### config.mk
export PLATFORM = sky130hd
export DESIGN_NAME = display_contador
export DESIGN_NICKNAME = d
export VERILOG_FILES = /design/src/rtl/display_contador.sv
export SDC_FILE = /design/constraint.sdc
export NUM_CORES = 1
export LEC_CHECK = 0
export ABC_AREA = 1
export CAP_MARGIN = 15
export CORE_MARGIN = 2
export CORE_UTILIZATION = 54
export CTS_BUF_LIST = sky130_fd_sc_hd__clkbuf_4
export DETAILED_ROUTE_END_ITERATION = 6
export PLACE_DENSITY_LB_ADDON = 0.08
export SLEW_MARGIN = 5
export SYNTH_ARGS = -nofsm -noshare
export SYNTH_HDL_FRONTEND = slang
export SYNTH_SLANG_ARGS = --single-unit
### constraint.sdc
create_clock -name clk -period 1.9 [get_ports clk]
set_input_delay 0.285 -clock clk [delete_from_list [all_inputs] [get_ports clk]]
set_output_delay 0.285 -clock clk [all_outputs]
set_load 0.01 [all_outputs]
### src/rtl/display_contador.sv
// Two-digit multiplexed 7-segment display stage: keeps a tens digit stepped by
// the counter's wrap pulse and scans units/tens with blanking gaps between digits.
module display_contador #(
  parameter int unsigned REFRESH_DIV = 50000,
  parameter int unsigned BLANK_CYC   = 2,
  parameter int unsigned MAX_DEZENA  = 9,
  parameter int unsigned BLANK_ZERO  = 1
) (
  input  logic       clk,
  input  logic       resetar,
  input  logic [3:0] count,
  input  logic       wrap,
  input  logic       decrescente,
  output logic [3:0] dezena,
  output logic       ovf,
  output logic [6:0] seg,
  output logic [1:0] an
);

  localparam int unsigned MAX_DWELL = (REFRESH_DIV > BLANK_CYC) ? REFRESH_DIV : BLANK_CYC;
  localparam int unsigned CNT_W     = ($clog2(MAX_DWELL) < 1) ? 1 : $clog2(MAX_DWELL);
  localparam logic [3:0]  MAX_D     = 4'(MAX_DEZENA);
  localparam logic [6:0]  SEG_OFF   = 7'h7F;
  localparam logic [1:0]  AN_OFF    = 2'b11;

  typedef enum logic [1:0] {UNI, GAP1, DEZ, GAP2} scan_e;

  scan_e            state_q, state_d;
  logic [CNT_W-1:0] refresh_q, refresh_d;
  logic [CNT_W-1:0] last_c;
  logic [3:0]       dezena_q, dezena_d;
  logic             ovf_q, ovf_d;
  logic [6:0]       seg_q, seg_d;
  logic [1:0]       an_q, an_d;

  function automatic logic [6:0] hex7(input logic [3:0] v);
    case (v)
      4'h0: hex7 = 7'h40;  4'h1: hex7 = 7'h79;  4'h2: hex7 = 7'h24;  4'h3: hex7 = 7'h30;
      4'h4: hex7 = 7'h19;  4'h5: hex7 = 7'h12;  4'h6: hex7 = 7'h02;  4'h7: hex7 = 7'h78;
      4'h8: hex7 = 7'h00;  4'h9: hex7 = 7'h10;  4'hA: hex7 = 7'h08;  4'hB: hex7 = 7'h03;
      4'hC: hex7 = 7'h46;  4'hD: hex7 = 7'h21;  4'hE: hex7 = 7'h06;  default: hex7 = 7'h0E;
    endcase
  endfunction

  // State and all registered outputs
  always_ff @(posedge clk) begin
    if (resetar) begin
      state_q   <= UNI;
      refresh_q <= '0;
      dezena_q  <= 4'd0;
      ovf_q     <= 1'b0;
      seg_q     <= SEG_OFF;
      an_q      <= AN_OFF;
    end else begin
      state_q   <= state_d;
      refresh_q <= refresh_d;
      dezena_q  <= dezena_d;
      ovf_q     <= ovf_d;
      seg_q     <= seg_d;
      an_q      <= an_d;
    end
  end

  // Scan sequencing: dwell per state, then advance
  always_comb begin
    state_d   = state_q;
    refresh_d = refresh_q + CNT_W'(1);
    last_c    = ((state_q == UNI) || (state_q == DEZ)) ? CNT_W'(REFRESH_DIV - 1)
                                                       : CNT_W'(BLANK_CYC - 1);
    if (refresh_q == last_c) begin
      refresh_d = '0;
      case (state_q)
        UNI:     state_d = GAP1;
        GAP1:    state_d = DEZ;
        DEZ:     state_d = GAP2;
        default: state_d = UNI;
      endcase
    end
  end

  // Digit drive decoded from the current scan state
  always_comb begin
    an_d  = AN_OFF;
    seg_d = SEG_OFF;
    case (state_q)
      UNI: begin
        an_d  = 2'b10;
        seg_d = hex7(count);
      end
      DEZ: begin
        if (!((BLANK_ZERO != 0) && (dezena_q == 4'd0))) begin
          an_d  = 2'b01;
          seg_d = hex7(dezena_q);
        end
      end
      default: ;
    endcase
  end

  // Tens digit with wrap-around and overflow pulse
  always_comb begin
    dezena_d = dezena_q;
    ovf_d    = 1'b0;
    if (wrap) begin
      if (!decrescente) begin
        ovf_d    = (dezena_q == MAX_D);
        dezena_d = ovf_d ? 4'd0 : dezena_q + 4'd1;
      end else begin
        ovf_d    = (dezena_q == 4'd0);
        dezena_d = ovf_d ? MAX_D : dezena_q - 4'd1;
      end
    end
  end

  assign dezena = dezena_q;
  assign ovf    = ovf_q;
  assign seg    = seg_q;
  assign an     = an_q;

endmodule
==> results by group <==
GRT
  – Number of antenna violations at the first check in global routing: 0
  – Largest net degree at the start of global routing: 17
  – GRT Residual Overflow: 0
  – First-pass GRT wire length: 8620 µm
  – Vias in the first global route: 1986
  – Tot GR Track Use: 0.214

Clock tree
  – Sink Count: 39
  – Max Root-Sink Buffers: 2
  – H-Tree Level Count: 2
  – Reg clk slew, reported paths: 0.12 ns
  – Hold-fix buffers, CTS: 0
  – CTS tree: yes
  – CTS buffer count: 5
  – Root Driver: clkbuf_4
  – Clk Latency, worst-skew pair: 0.35 ns

Pwr
  – Logic pwr share: 0.230
  – Switching power: roughly 520 µW
  – Sw Share: 0.304
  – Static Leakage: approximately 0.0013 µW
  – Reg power frac: 0.515
  – P_int: 1200 µW
  – Clock power frac: 0.255
  – Max IR drop VDD: 0.434 mV
  – Pwr/cell area: 601 mW/mm²

Placement
  – Input/output buffers: 21
  – Pre-CTS setup slack: -0.193 ns
  – Detail Placement HPWL: 3740 µm
  – Final GP Congestion: between 0.8 and 0.9

Setup path
  – Reg2reg start: dezena[1]
  – Startpoint Class: flip-flop
  – Worst Path Class, Setup: reg2reg
  – CP Launch Point: dezena[1]
  – Crit path DAT: about 2.1 ns
  – Worst-path cell chain: inv_2 -> ha_2 -> nand2_2 -> nor2_4 -> nor2_4 -> nand2_1 -> nand2_2 -> nand2_2 -> inv_1 -> ha_1 -> nor2_1 -> nand2_1 -> nand2_1
  – CP peak stage delay: 0.35 ns
  – CP required: roughly 2.2 ns
  – Critical path capture point type: flip-flop
  – CP Max Fanout: 3
  – Slowest library cell on the worst path: dfxtp_2

Yosys
  – Post-Syn Area: 0.00237 mm²
  – Sequential share of the synthesized area: 0.329
  – Top-area cell type share of the netlist area: 0.329
  – Synth async-reset ratio: 0
  – Distinct cells, synth: 34
  – Synth area leaders: dfxtp_1 33%, nand2_1 12%, ha_1 11%
  – YS warnings: 0
  – EDFF count, synth: 0
  – Syn nets: about 360
  – Main synth FF type: dfxtp_1
  – Synth Instances: 329
  – Synth area leader: dfxtp_1
  – Avg Inst Size Synth: 7.22 µm²
  – Synth Register Bits: 39

Finish
  – Share of cells above drive strength 1: 0.190
  – Final #Nets: between 400 and 500
  – Synthesis-to-finish area growth: 20.5%
  – Most frequent cells in the layout: 73 x nand2_1, 36 x dfxtp_1, 34 x inv_1, 34 x nor2_1, 31 x nand3_1
  – Fin util: 0.667
  – Number of diodes: 0
  – Most common cell after layout, fill and taps aside: nand2_1

Detailed routing
  – Number of nets with antenna violations after routing: 0
  – Final WL: between 4000 and 5000 µm
  – Vias per cell: 5.08
  – First DRT Iteration DRCs: 110
  – Routed WL per cell: 11.5 µm
  – Vias: 2163
  – Drt first pass iters: 4
  – Residual DRC count: 0

Die
  – Total die area: 0.00494 mm²
  – Die Ht: 70.3 µm
  – Initial Utilization: 0.553
  – Rows: 24
  – IO Pins: 22
  – Die Wd: approximately 70 µm
  – Placeable Area: around 0.0043 mm²

Timing
  – Tmin final: about 1.8 ns
  – Clk_skew: slightly above 0.007 ns
  – Least-Margin Pin Slew: around 0.34 ns
  – Achievable Freq: approximately 550 MHz
  – Final hold violations: 0
  – Hold WS: 0.486 ns
  – Max Slew Vio Count: 0
  – Final worst-path setup slack: 0.0824 ns
  – Headroom to the max-slew limit: 0.774
  – Fin crit share: 0.957
  – Endpoints failing setup: 0

Min path
  – Hold Startpoint: refresh_q[12]
  – Worst hold path type: reg2reg

Run
  – Max-cap viol count: 0

Run status
  – Status: complete, no violations
worst paths after layout:
check,to,slack [ns],cells past startpoint
max,flip-flop,0.08,13
min,refresh_q[12],0.49,2
max reg2reg,flip-flop,0.08,13
min reg2reg,refresh_q[12],0.49,2
final cells by class:
cell class                 instances  area (µm²)
sequential                        39         785
tap                               52        65.1
inverter                          44         165
clock buffer                       6        45.0
fill                             391        1430
multi-input combinational        242        1430
clock inverter                     2        12.5
timing repair buffer              41         360
routing by layer:
metal / vias to the layer above / routed length, µm / global-route usage
met5: - / 0 / 0
met4: 0 / 47 / 0.0641
met3: 5 / 215 / 0.0433
met2: 38 / 2130 / 0.320
met1: 971 / 2520 / 0.311
li1: 1149 / - / -
kinds of logic (layout without fill, tap and decap cells):
logic type | after synthesis | count (layout) | synth area share
and+or+nand+nor | 178 | 178 | 0.366
buffers and inverters | 48 | 93 | 0.0817
DFF | 39 | 39 | 0.329
AOI/OAI and AO/OA | 37 | 37 | 0.0927
adders and majority gates | 20 | 20 | 0.105
xor gates and xnor gates | 7 | 7 | 0.0258
power by group through the flow:
stage / clock network, µW / logic (µW) / registers [µW]
after global placement: 0 / 368 / 904
after global routing: 474 / 444 / 891
after CTS: 447 / 373 / 885
after detailed placement: 0 / 371 / 904
after floorplan: 0 / 220 / 910
final: 438 / 396 / 885
worst max-delay path: cells and delay by family (launching register included):
| family | cells | cell delay (ns) |
|---|---|---|
| and+or+nand+nor | 9 | 0.75 |
| adders and majority gates | 2 | 0.50 |
| DFF | 1 | 0.35 |
| buffers and inverters | 2 | 0.16 |
metrics by stage:
| stage | cell area, µm² | power [µW] | TNS [ns] | cells |
|---|---|---|---|---|
| 6_report | 2860 | 1720 | 0 | 426 |
| 5_1_grt | 2860 | 1810 | -0.0102 | 426 |
| 4_1_cts | 2810 | 1710 | 0 | 423 |
| 3_5_place_dp | 2750 | 1280 | -0.979 | 415 |
| 3_3_place_gp | 2750 | 1270 | -0.671 | 415 |
| 2_1_floorplan | 2380 | 1130 | 0 | 329 |
what timing repair did:
| item | CTS | global route |
|---|---|---|
| setup endpoints to repair | 0 | 6 |
| setup buffers | 0 | 3 |
| gates resized for setup | 0 | 13 |
synth_stat cells, types with 2 or more instances:
cell type  number
nor2_4          3
o21ai_0        15
nor2_1         34
buf_2           2
nand2_8         2
dfxtp_1        39
nand3_1        31
xor2_1          6
a21oi_4         2
o21ai_1         2
nand3_2         3
inv_1          37
nand4_1        10
a21oi_1        14
ha_1           20
nor3_1          3
inv_2           7
nand2_2         7
nand2_1        77
Power figures use the tool's default switching activity.
==> RTL edit 1: new RTL, same flow settings <==
The output `seg` loses its register stage (`seg_q` becomes a continuous assignment).
--- a/src/rtl/display_contador.sv
+++ b/src/rtl/display_contador.sv
@@ -50,5 +50,4 @@
       dezena_q  <= 4'd0;
       ovf_q     <= 1'b0;
-      seg_q     <= SEG_OFF;
       an_q      <= AN_OFF;
     end else begin
@@ -57,8 +56,9 @@
       dezena_q  <= dezena_d;
       ovf_q     <= ovf_d;
-      seg_q     <= seg_d;
       an_q      <= an_d;
     end
   end
+
+  assign seg_q = seg_d;
 
   // Scan sequencing: dwell per state, then advance
Formal check against the unedited RTL: not equivalent (a bounded check fails within 4 cycles, from zero or initial values and one cycle with resetar high).
==> RTL edit 1 against the original RTL <==
- the run now ends with negative setup slack left
- total power grew 3.0%
- highest routed layer unchanged
- setup slack lost 0.095 ns
- clock skew grew 0.0026 ns
- area after synthesis shrank 5.8%
- cell area grew 6.6%
- die area shrank 5.5%
- global-route usage grew 3.4 points
- first-iteration DRC count shrank 4.5%
- critical path depth grew 5
- count of clock-buffer cells in the layout shrank 1
- routed wire length grew 11%
- sequential cell count shrank 7
==> RTL edit 1: results (changes against the original RTL) <==
| Metric | Value |
|---|---|
| Outcome | `finished with violations (was finished clean)` |
| Failing checks | `negative setup slack` |
| Share of post-route cells with drive strength above 1 | `32.81% (was 18.98%)` |
| P_leak | `0.001374 uW (was 0.001287 uW)` |
| Hold path start | `refresh_q[13] (was refresh_q[12])` |
| Worst Tran Pin Value | `0.2712 ns (was 0.3357 ns)` |
| Setup Viol. Count Final | `1 (was 0)` |
| Setup tns final | `-0.01300 ns (was 0 ns)` |
| CP Data Arrival Time | `2.20 ns (was 2.12 ns)` |
| Fillers | `314 (was 391)` |
| Most frequent cells after synthesis | `nand2_1, inv_1, dfxtp_1 (was nand2_1, dfxtp_1, inv_1)` |
| WHS Endpoint | `refresh_q[13] (was refresh_q[12])` |
| Register-to-Register Path Depth | `18 (was 13)` |
| Design Area, Final | `3050 sq um (was 2863 sq um)` |
| Seq/Total Area, Yosys | `28.65% (was 32.88%)` |
| GRT Total Usage | `24.84% (was 21.45%)` |
| Pre-CTS WS | `-0.7215 ns (was -0.1926 ns)` |
| Wire per inst | `12.54 um (was 11.53 um)` |
| WHS | `0.4895 ns (was 0.4857 ns)` |
| Vias in the first global route | `2106 (was 1986)` |
| Post-cts resize count | `56 (was 0)` |
| Setup ws final | `-0.01300 ns (was 0.08244 ns)` |
| Gp weighted congestion | `0.8720 (was 0.8175)` |
| Post-DP Area | `2789 sq um (was 2751 sq um)` |
| Mapped Nets | `343 (was 357)` |
| Switch Pwr | `553.3 uW (was 523.1 uW)` |
| Hpwl dp | `3791 um (was 3741 um)` |
| Total setup buffers inserted after CTS | `1 (was 0)` |
| Pin count of the biggest net entering global routing | `16 (was 17)` |
| Distinct cell type count after synthesis | `36 (was 34)` |
| Worst stage delay on the critical path | `0.38 ns (was 0.35 ns)` |
| Synth area leaders | `dfxtp_1, nand2_1, ha_1 (unchanged)` |
| Slowest CP cell | `dfxtp_4 (was dfxtp_2)` |
| Worst vdd ir | `337.0 uV (was 434.4 uV)` |
| Clk_skew | `0.009689 ns (was 0.007091 ns)` |
[RTL edit 1: changes by cell type in the layout (fill, tap and decap cells not counted), sizes merged, moves of 2 or more]
cell and delta:
buf +30, clkdlybuf4s15 +2, clkdlybuf4s50 -11, dfxtp -7, dlygate4sd2 +2, inv -3
nand2 -8, nand3 +2, nor2 -4, nor3 +3
[RTL edit 1: power by group through the flow]
stage / sequential [uW] / clock (uW) / combinational, uW
floorplan: 745 / 0 / 245
global placement: 737 / 0 / 442
detailed placement: 738 / 0 / 450
CTS: 723 / 535 / 480
global route: 728 / 565 / 580
finish: 723 / 523 / 525
[RTL edit 1: worst max-delay path by stage]
stage          startpoint     end  slack, ns  cells after the start
2_1_floorplan   dezena[0]    flop      0.007                     14
4_1_cts         dezena[1]    flop     0.0004                     16
6_report        dezena[1]    flop      -0.01                     18
5_1_grt         dezena[1]    flop      -0.12                     18
3_3_place_gp     count[1]  seg[1]      -0.61                      7
3_5_place_dp     count[1]  seg[1]      -0.72                      7
[RTL edit 1: layout make-up]
cell class	count	area share (%)
multi-input cells	236	51.27
flip-flops and latches	32	21.21
repair buffers	66	17.35
inverters	42	5.496
well taps	50	2.051
clock inverters	3	1.395
clock buffers	5	1.231
[RTL edit 1: logic make-up (layout without fill, tap and decap cells)]
logic type | Yosys count | count (layout) | synth area share [%]
AND/OR/NAND/NOR | 170 | 170 | 37.16
buffers and inverters | 47 | 116 | 8.954
AO/OA/AOI/OAI | 39 | 39 | 11.30
flip-flops | 32 | 32 | 28.65
adder cells (fa/ha/maj) | 20 | 20 | 11.19
XOR/XNOR | 7 | 7 | 2.742
[RTL edit 1: layer usage]
metal	wire [um]	track usage, %
met4	124	9.000
met1	2362	29.03
met5	0	0
met2	2816	44.66
met3	141	4.770
==> RTL edit 2: new RTL, same flow settings <==
Made on the original files. Change the parameter `BLANK_CYC` from 2 to 1.
--- a/src/rtl/display_contador.sv
+++ b/src/rtl/display_contador.sv
@@ -3,5 +3,5 @@
 module display_contador #(
   parameter int unsigned REFRESH_DIV = 50000,
-  parameter int unsigned BLANK_CYC   = 2,
+  parameter int unsigned BLANK_CYC   = 1,
   parameter int unsigned MAX_DEZENA  = 9,
   parameter int unsigned BLANK_ZERO  = 1
Behaviour: same outputs for any inputs over 10 cycles, from zero or initial values and one cycle with resetar high; that may be too few to reach the edited logic, so the function may still have changed.
==> RTL edit 2 against the original RTL <==
- routed wire length decreased by 0.63%
- sequential cell count unchanged
- combinational power rose by 7.1%
- setup slack worse by 0.036 ns
- total power is 7.8% higher
- cell area rose by 0.92%
- sequential power shrank 0.6%
- hold slack worse by 0.0027 ns
- area after synthesis shrank 5.2%
- clock power up 25%
- critical path type unchanged
- largest cell class unchanged
- largest power group unchanged
- highest routed layer unchanged
==> RTL edit 2: results (changes against the original RTL) <==
| Metric | Value |
|---|---|
| Outcome | `finished clean (unchanged)` |
| R2R Setup Slk | `0.05 ns (was 0.08 ns)` |
| Final #Nets | `402 (was 401)` |
| Bufs w/o clock | `50 (was 41)` |
| Non-filler cells, final | `425 (was 426)` |
| P_leak | `0.001313 uW (was 0.001287 uW)` |
| Hpwl dp | `3690 um (was 3741 um)` |
| Distinct cell type count after synthesis | `25 (was 34)` |
| Met3 Usage GRT | `3.896% (was 4.329%)` |
| Hold Crit Depth | `1 (was 2)` |
| Synth area leaders | `dfxtp_1, nand2_1, ha_1 (unchanged)` |
| Layout overhead on the synthesized area | `28.35% (was 20.55%)` |
| Mapped Avg Cell Area | `7.056 sq um (was 7.218 sq um)` |
| Vias in the first global route | `1823 (was 1986)` |
| Sequential cell area share | `27.11% (was 27.40%)` |
| Starting DRT DRC Count | `167 (was 110)` |
| Pin count of the biggest net entering global routing | `18 (was 17)` |
| GRT Total Usage | `21.98% (was 21.45%)` |
| Via density | `5.104 (was 5.077)` |
| Worst vdd ir | `388.8 uV (was 434.4 uV)` |
| Post-DP Area | `2708 sq um (was 2751 sq um)` |
| WHS | `0.4831 ns (was 0.4857 ns)` |
| Rel. slew slack | `68.74% (was 77.41%)` |
| Register-to-Register Path Depth | `15 (was 13)` |
| Seq/Total Area, Yosys | `34.69% (was 32.88%)` |
| GR Util met1 | `31.72% (was 31.12%)` |
| Global routing usage on met2 | `33.89% (was 31.97%)` |
| Number of non-clock inverters | `43 (was 44)` |
| Wire per inst | `11.49 um (was 11.53 um)` |
| CP Data Arrival Time | `2.15 ns (was 2.12 ns)` |
| Fillers | `344 (was 391)` |
| CP startpoint | `dezena[0] (was dezena[1])` |
| First-pass GRT wire length | `7914 um (was 8618 um)` |
| R2R Path Start | `dezena[0] (was dezena[1])` |
[RTL edit 2: changes by cell type in the layout (fill, tap and decap cells not counted), moves of 3 or more]
cell / change
a21oi_1: -3
inv_2: -6
nand3_1: +4
nand2_2: -4
inv_1: +3
o21ai_0: +3
nor3_1: +6
nor2_2: +3
nand2_1: -5
nand4_1: -4
buf_4: +8
[RTL edit 2: worst max-delay path by stage]
stage | end | slack (ns) | depth (start not counted)
after floorplan | flop | 0.004 | 14
after detailed placement | flop | -0.22 | 13
after CTS | flop | 0.01 | 15
final | flop | 0.05 | 15
after global placement | flop | -0.17 | 14
after global routing | flop | -0.05 | 15
[RTL edit 2: layer usage]
| metal | up-vias | routed length (um) |
|---|---|---|
| met2 | 41 | 2190 |
| li1 | 1145 | - |
| met4 | 0 | 55 |
| met1 | 976 | 2462 |
| met3 | 7 | 174 |
| met5 | - | 0 |
[RTL edit 2: report_power, final]
| part | internal [uW] | switching [uW] | leakage (uW) | total (uW) |
|---|---|---|---|---|
| Combinational | 194 | 230 | 0.000950 | 424 |
| Clock | 271 | 278 | 0.0000426 | 549 |
| Sequential | 864 | 16.5 | 0.000321 | 880 |
[RTL edit 2: cells by family after synthesis]
family                     Yosys count  share of synthesized area (%)
DFF                                 39                          34.69
buffers and inverters               46                          8.171
AOI/OAI and AO/OA                   35                          9.339
xor gates and xnor gates             8                          3.113
adders and majority gates           20                          11.12
and+or+nand+nor                    171                          33.57
[RTL edit 2: what timing repair did]
action	4_1_cts	5_1_grt
pin swaps	2	9
hold buffers	0	0
gates resized for setup	3	19
hold endpoints to repair	0	0
cloned	0	1
setup endpoints to repair	7	7
setup buffers	2	1
